$ cat src/rtl/oserdes_tx_sequencer.sv
// oserdes_tx_sequencer: OSERDESE2 lane reset/warm-up/stream sequencer in the CLKDIV domain
// Optional saturating underflow counter enabled by defining OSERDES_TX_UNDERFLOW_CNT_EN
module oserdes_tx_sequencer #(
  parameter int DATA_WIDTH = 8,
  parameter int RESET_CYCLES = 4,
  parameter int WARMUP_CYCLES = 2,
  parameter logic [7:0] IDLE_PATTERN = 8'h00
) (
  input  logic                  CLK,
  input  logic                  RST,
  input  logic                  en,
  input  logic                  resync,
  input  logic [DATA_WIDTH-1:0] in_data,
  input  logic                  in_valid,
  output logic                  in_ready,
  output logic [DATA_WIDTH-1:0] d_out,
  output logic                  oserdes_rst,
  output logic                  oce,
  output logic                  tce,
  output logic                  t_out,
  output logic                  link_up,
  output logic [15:0]           underflow_count
);
  localparam int MAXC = RESET_CYCLES > WARMUP_CYCLES ? RESET_CYCLES : WARMUP_CYCLES;
  localparam int CW = $clog2(MAXC + 1);
  localparam logic [CW-1:0] RST_LAST = CW'(RESET_CYCLES - 1);
  localparam logic [CW-1:0] WU_LAST = CW'(WARMUP_CYCLES - 1);
  localparam logic [DATA_WIDTH-1:0] IDLE = IDLE_PATTERN[DATA_WIDTH-1:0];
  typedef enum logic [1:0] {RESET_HOLD, WARMUP, ACTIVE, PARKED} state_t;
  state_t state, state_nxt;
  logic [CW-1:0] count, count_nxt;
  logic transfer;
  always_ff @(posedge CLK) begin
    if (RST) begin
      state <= RESET_HOLD;
      count <= '0;
      d_out <= IDLE;
    end else begin
      state <= state_nxt;
      count <= count_nxt;
      d_out <= transfer ? in_data : IDLE;
    end
  end
  // count only advances in the timed states; it is zero on entry to each of them
  always_comb begin
    state_nxt = state;
    count_nxt = '0;
    if (resync) state_nxt = RESET_HOLD;
    else if (state == RESET_HOLD) begin
      state_nxt = count == RST_LAST ? WARMUP : RESET_HOLD;
      count_nxt = count == RST_LAST ? '0 : count + CW'(1);
    end else if (state == WARMUP) begin
      state_nxt = count == WU_LAST ? (en ? ACTIVE : PARKED) : WARMUP;
      count_nxt = count == WU_LAST ? '0 : count + CW'(1);
    end else state_nxt = en ? ACTIVE : PARKED;
  end
  assign oserdes_rst = state == RESET_HOLD;
  assign oce = state != RESET_HOLD;
  assign tce = state != RESET_HOLD;
  assign t_out = state != ACTIVE;
  assign link_up = state == ACTIVE;
  assign in_ready = link_up & en & ~resync;
  assign transfer = in_valid & in_ready;
`ifdef OSERDES_TX_UNDERFLOW_CNT_EN
  always_ff @(posedge CLK) begin
    if (RST || resync) underflow_count <= '0;
    else if (link_up && en && !in_valid && underflow_count != 16'hFFFF)
      underflow_count <= underflow_count + 16'd1;
  end
`else
  assign underflow_count = 16'h0000;
`endif
endmodule
$ cat config.mk
export PLATFORM = sky130hd
export DESIGN_NAME = oserdes_tx_sequencer
export DESIGN_NICKNAME = d
export VERILOG_FILES = /design/src/rtl/oserdes_tx_sequencer.sv
export SDC_FILE = /design/constraint.sdc
export NUM_CORES = 1
export LEC_CHECK = 0
export ABC_AREA = 1
export BUFFER_PORTS_ARGS = -buffer_cell sky130_fd_sc_hd__buf_4
export CAP_MARGIN = 20
export CORE_UTILIZATION = 41
export CTS_CLUSTER_DIAMETER = 100
export DETAILED_ROUTE_END_ITERATION = 8
export PLACE_DENSITY = 0.87
export SYNTH_ARGS = -nofsm -noshare
export SYNTH_HDL_FRONTEND = slang
export SYNTH_SLANG_ARGS = --single-unit
$ cat constraint.sdc
create_clock -name CLK -period 1.5 [get_ports CLK]
set_clock_uncertainty 0.05 [all_clocks]
set_input_delay 0.075 -clock CLK [delete_from_list [all_inputs] [get_ports CLK]]
set_output_delay 0.075 -clock CLK [all_outputs]
set_load 0.005 [all_outputs]
======== After elaboration in Yosys (flattened, before gate mapping) ========
Cells that the tools add are included.
word-level totals
  output and inout bits ................... 30
  register bits after elaboration ......... 13
  bits of input ports ..................... 13
  word-level logic and storage cells ...... 27
operators by class
  equal/unequal tests ..................... 5
  add/subtract/negate cells ............... 1
  bitwise gates (word level) .............. 5
  reductions and logical operators ........ 4
  muxes and demuxes ....................... 9
operator list
  cell                                            number
  2-to-1 mux 3 bit                                4
  2-to-1 mux 2 bit                                3
  OR reduction 2 bit                              2
  adder 3 x 1 -> 3 bit (second input constant)    1
  AND 1 bit                                       3
  == test 3 x 1 -> 1 bit (second input constant)  1
  == test 3 x 2 -> 1 bit (second input constant)  1
  == test 2 x 1 -> 1 bit (second input constant)  1
  == test 2 bit (second input constant)           1
  zero test 2 bit                                 1
  2-to-1 mux 1 bit                                2
  inequality test 2 bit (second input constant)   1
  inverter 1 bit                                  2
  nonzero test 2 bit                              1

======== Longest topological paths before layout ========
  depth after elaboration ................. 6
  mapped depth ............................ 6
  gate-level depth less buffers ........... 6

======== Worst setup path before layout ========
No wires, ideal clock.
  path type ............................... reg-to-reg
  start ................................... reg count[0]
  end ..................................... reg count[2]
  slack ................................... 398 ps
  stages on the path, launching flop included .. 6
  clock period less this slack ............ 1102 ps
  data arrival time ....................... 982 ps
  data required time ...................... 1380 ps
  cell sequence ........................... dfxtp_1 > ha_1 > ha_1 > inv_1 > nand3_1 > a21oi_1
on the way
  word-level cells in the longest chain between the ends .. 4
ends and longest elaborated chain
  item                                                            RTL line  RTL
  start: declaration                                              31        logic [CW-1:0] count, count_nxt;
  start signal: assignment                                        40        count <= count_nxt;
  adder 3 x 1 -> 3 bit or == test 3 x 1 -> 1 bit (tied branches)  51, 54
  2-to-1 mux 3 bit                                                54        count_nxt = count == WU_LAST ? '0 : count + CW'(1);
  2-to-1 mux 3 bit                                                52        end else if (state == WARMUP) begin
  2-to-1 mux 3 bit (*)                                            49        else if (state == RESET_HOLD) begin
Mark *: on every way between the ends. The rest lies on a longest branch, timed or not.
A chain may end at the register's enable or synchronous reset.

======== Worst setup path in the final report ========
  start ................................... reg state[1]
  end ..................................... out in_ready
on the way
  word-level cells in the longest chain between the ends .. 3
ends and longest elaborated chain
  item                      RTL line  RTL
  start: declaration        30        state_t state, state_nxt;
  start signal: assignment  39        state <= state_nxt;
  == test 2 bit             61        assign link_up = state == ACTIVE;
  AND 1 bit (2 in a row)    62        assign in_ready = link_up & en & ~resync;
  end: declaration          15        output logic in_ready,
Every way passes these cells.

==> results.md <==
* Reg clk slew, reported paths at 80 ps
* Synth top area cells: dfxtp_1, buf_4, nor3b_2
* YS warnings at 0
* Reg-to-reg slack, setup at 290 ps
* GPL Wtd Cong at 0.650
* DRC at 4
* Post-CTS Setup Bufs at 0
* Via count at 572
* Commonest cells in the netlist: buf_4, dfxtp_1, inv_1
* Seq cells post-synth at 13
* Pin count of the biggest net entering global routing at 10
* Top cell type's share of synthesized area at 0.363
* Syn_area_per_cell at 8.96 um^2
* RSZ-0062 raised after global routing: false
* Crit path max fanout at 9
* Worst setup SP type: flip-flop
* Post-DP HPWL at 916 um
* Aggregate global-route resource usage at 0.135
* Antenna Nets Post-Route at 0
* Fin. Hold Viols at 0
* Power density cells at 671 mW/mm^2
* Clock buffer count from CTS at 3
* RR Startpoint: count[0]
* Hold EP: state[0]
* Reg2reg path depth at 5
* Slew Limit Fails at 0
* Max VDD drop at 0.471 mV
* Max stage delay on crit path at 400 ps
* Clk sinks at 13
* Row Count at 14
* Layout area overhead at 33.5%
* Sequential share of the synthesized area at 0.363
* Die Area at 0.00192 mm^2
* Starting Density at 0.455
* WHS Path Cells at 4
* PostCTS Resize Cnt at 0
* Post-Place Cells at 120
* Chip width at 43.8 um
* WL/cell at 10.3 um
* Iteration-0 DRC Markers at 14
* Pleak at 0.472 nW
* Minimum clock period at 1330 ps
* Status: finished with violations
* Routed WL at 1.35 mm
* GRT Residual Overflow at 0
* Setup Crit Path Kind: reg2out
* First-pass GRT wire length at 1.84 mm
* Final Cycle Share at 0.887
* Worst skew pair latency at 270 ps
* Met2 Use GR at 0.263
* Post-Syn Instances at 80
* # nets final at 133
* Failing checks: DRC
* Clock Tree Root: clkbuf_4
* Die Y at 43.8 um
* Mapped cell area at 717 um^2
* Top-count cell post-synth: buf_4
* Vias in the first global route at 450
* Met3 Resource Use GR at 0.0375
* Layout cell share with drive strength beyond 1 at 0.383
* Top_reg_cell synth: dfxtp_1
* Buffer depth of the longest clock path at 2
* Setup TNS at 0 ps
* CP Data Required Time at 1370 ps
* FF-to-FF End: count[0]
* CTS tree: yes
* Final Non-Filler Cells at 131
* Number of flops mapped to enable cells by yosys at 0
* Global routing's busiest layer: met2
* Vias/cell at 4.37
* Filler instances at 130
* DRT Pass-1 Iters at 6
* Crit path capture type: primary output
* I/O pin count at 43
* Crit-path cells: inv_2, nor2_4, nand2_4, nor2_1, buf_4
* Worst min-delay path class: in2reg
* Slowest CP cell: dfxtp_1
* Min-delay src: RST
* Max cap viols at 0
* Initial antenna violation count at 0
* Crit path arrival time at 1210 ps
* Async set or reset register ratio after synthesis at 0
* H-tree lvl count at 1
* # diodes at 0
* Port Buffers at 26
* Placeable Area at 0.00158 mm^2
* Met1 Use GR at 0.128
* Fmax at 0.751 GHz
* Largest area contributor in the netlist: dfxtp_1
* Synth unique cells at 15
* Setup Viol. Count Final at 0
==> flip-flops by register name, indices dropped and copies added, names as in the netlist <==
register / count
count: 3
d_out: 8
state: 2
==> how the worst max path moves through the flow <==
stage	from	end	slack [ps]	cells after the start
2_1_floorplan	count[0]	count[2]	400	5
6_report	state[1]	in_ready	170	5
3_5_place_dp	count[0]	count[0]	310	5
3_3_place_gp	count[0]	count[2]	380	5
5_1_grt	state[1]	in_ready	80	5
4_1_cts	state[1]	in_ready	150	5
==> layer usage <==
layer,part of all wire,vias to the layer above,wire length (um)
met3,0.058,2,78
met4,0.016,0,21
met2,0.56,26,757
met1,0.36,258,492
met5,0,-,0
li1,-,286,-
==> through the flow <==
stage           util  cell area (um^2)  hold WS, ps  setup slack, ps  total power [W]
6_report       0.607               957         10.9              169         0.000642
3_5_place_dp   0.546               861          274              305         0.000420
3_3_place_gp   0.546               861          264              384         0.000418
2_1_floorplan      -               773          131              398         0.000420
5_1_grt        0.607               957         19.9             80.2         0.000669
4_1_cts        0.607               957         7.76              153         0.000646
==> cells by family after synthesis <==
logic type               count (synthesis)  share of synthesized area
flip-flops                              13                      0.363
AND/OR/NAND/NOR                         28                      0.288
adder cells (fa/ha/maj)                  4                     0.0698
buffers and inverters                   30                      0.246
other                                    1                    0.00523
AO/OA/AOI/OAI                            4                     0.0279
==> layout make-up <==
cell class,instances,area (um^2),share of cell area
inverters,13,48.8,0.0510
repair buffers,33,265,0.277
multi-input cells,52,337,0.352
well taps,16,20.0,0.0209
clock buffers,4,26.3,0.0275
flip-flops and latches,13,260,0.272
==> where the power goes <==
group | internal, W | switching [W]
Combinational | 0.0000434 | 0.0000358
Sequential | 0.000348 | 0.00000247
Clock | 0.000103 | 0.000110
==> timing repair <==
item,in CTS,in global routing
hold buffers,7,0
setup endpoints to repair,0,0
hold endpoints to repair,7,0
==> placed cells by master (no fill, tap or decap) <==
cell type / instances
nor2_2: 3
nand3_1: 5
nor2_1: 3
clkbuf_4: 3
buf_4: 26
nor2_4: 1
dlygate4sd3_1: 7
nand2_1: 6
dfxtp_1: 13
conb_1: 16
inv_1: 12
nand2_2: 1
ha_1: 4
nand2_4: 1
nor3b_2: 8
inv_2: 1
a21oi_1: 4
clkbuf_1: 1
==> critical path: cells and delay by family, from the launching register on <==
kind                   cells  cell delay, ps
DFF                        1             400
and+or+nand+nor            3             360
buffers and inverters      2             170
Note: power is estimated with default switching activity, not from simulation.
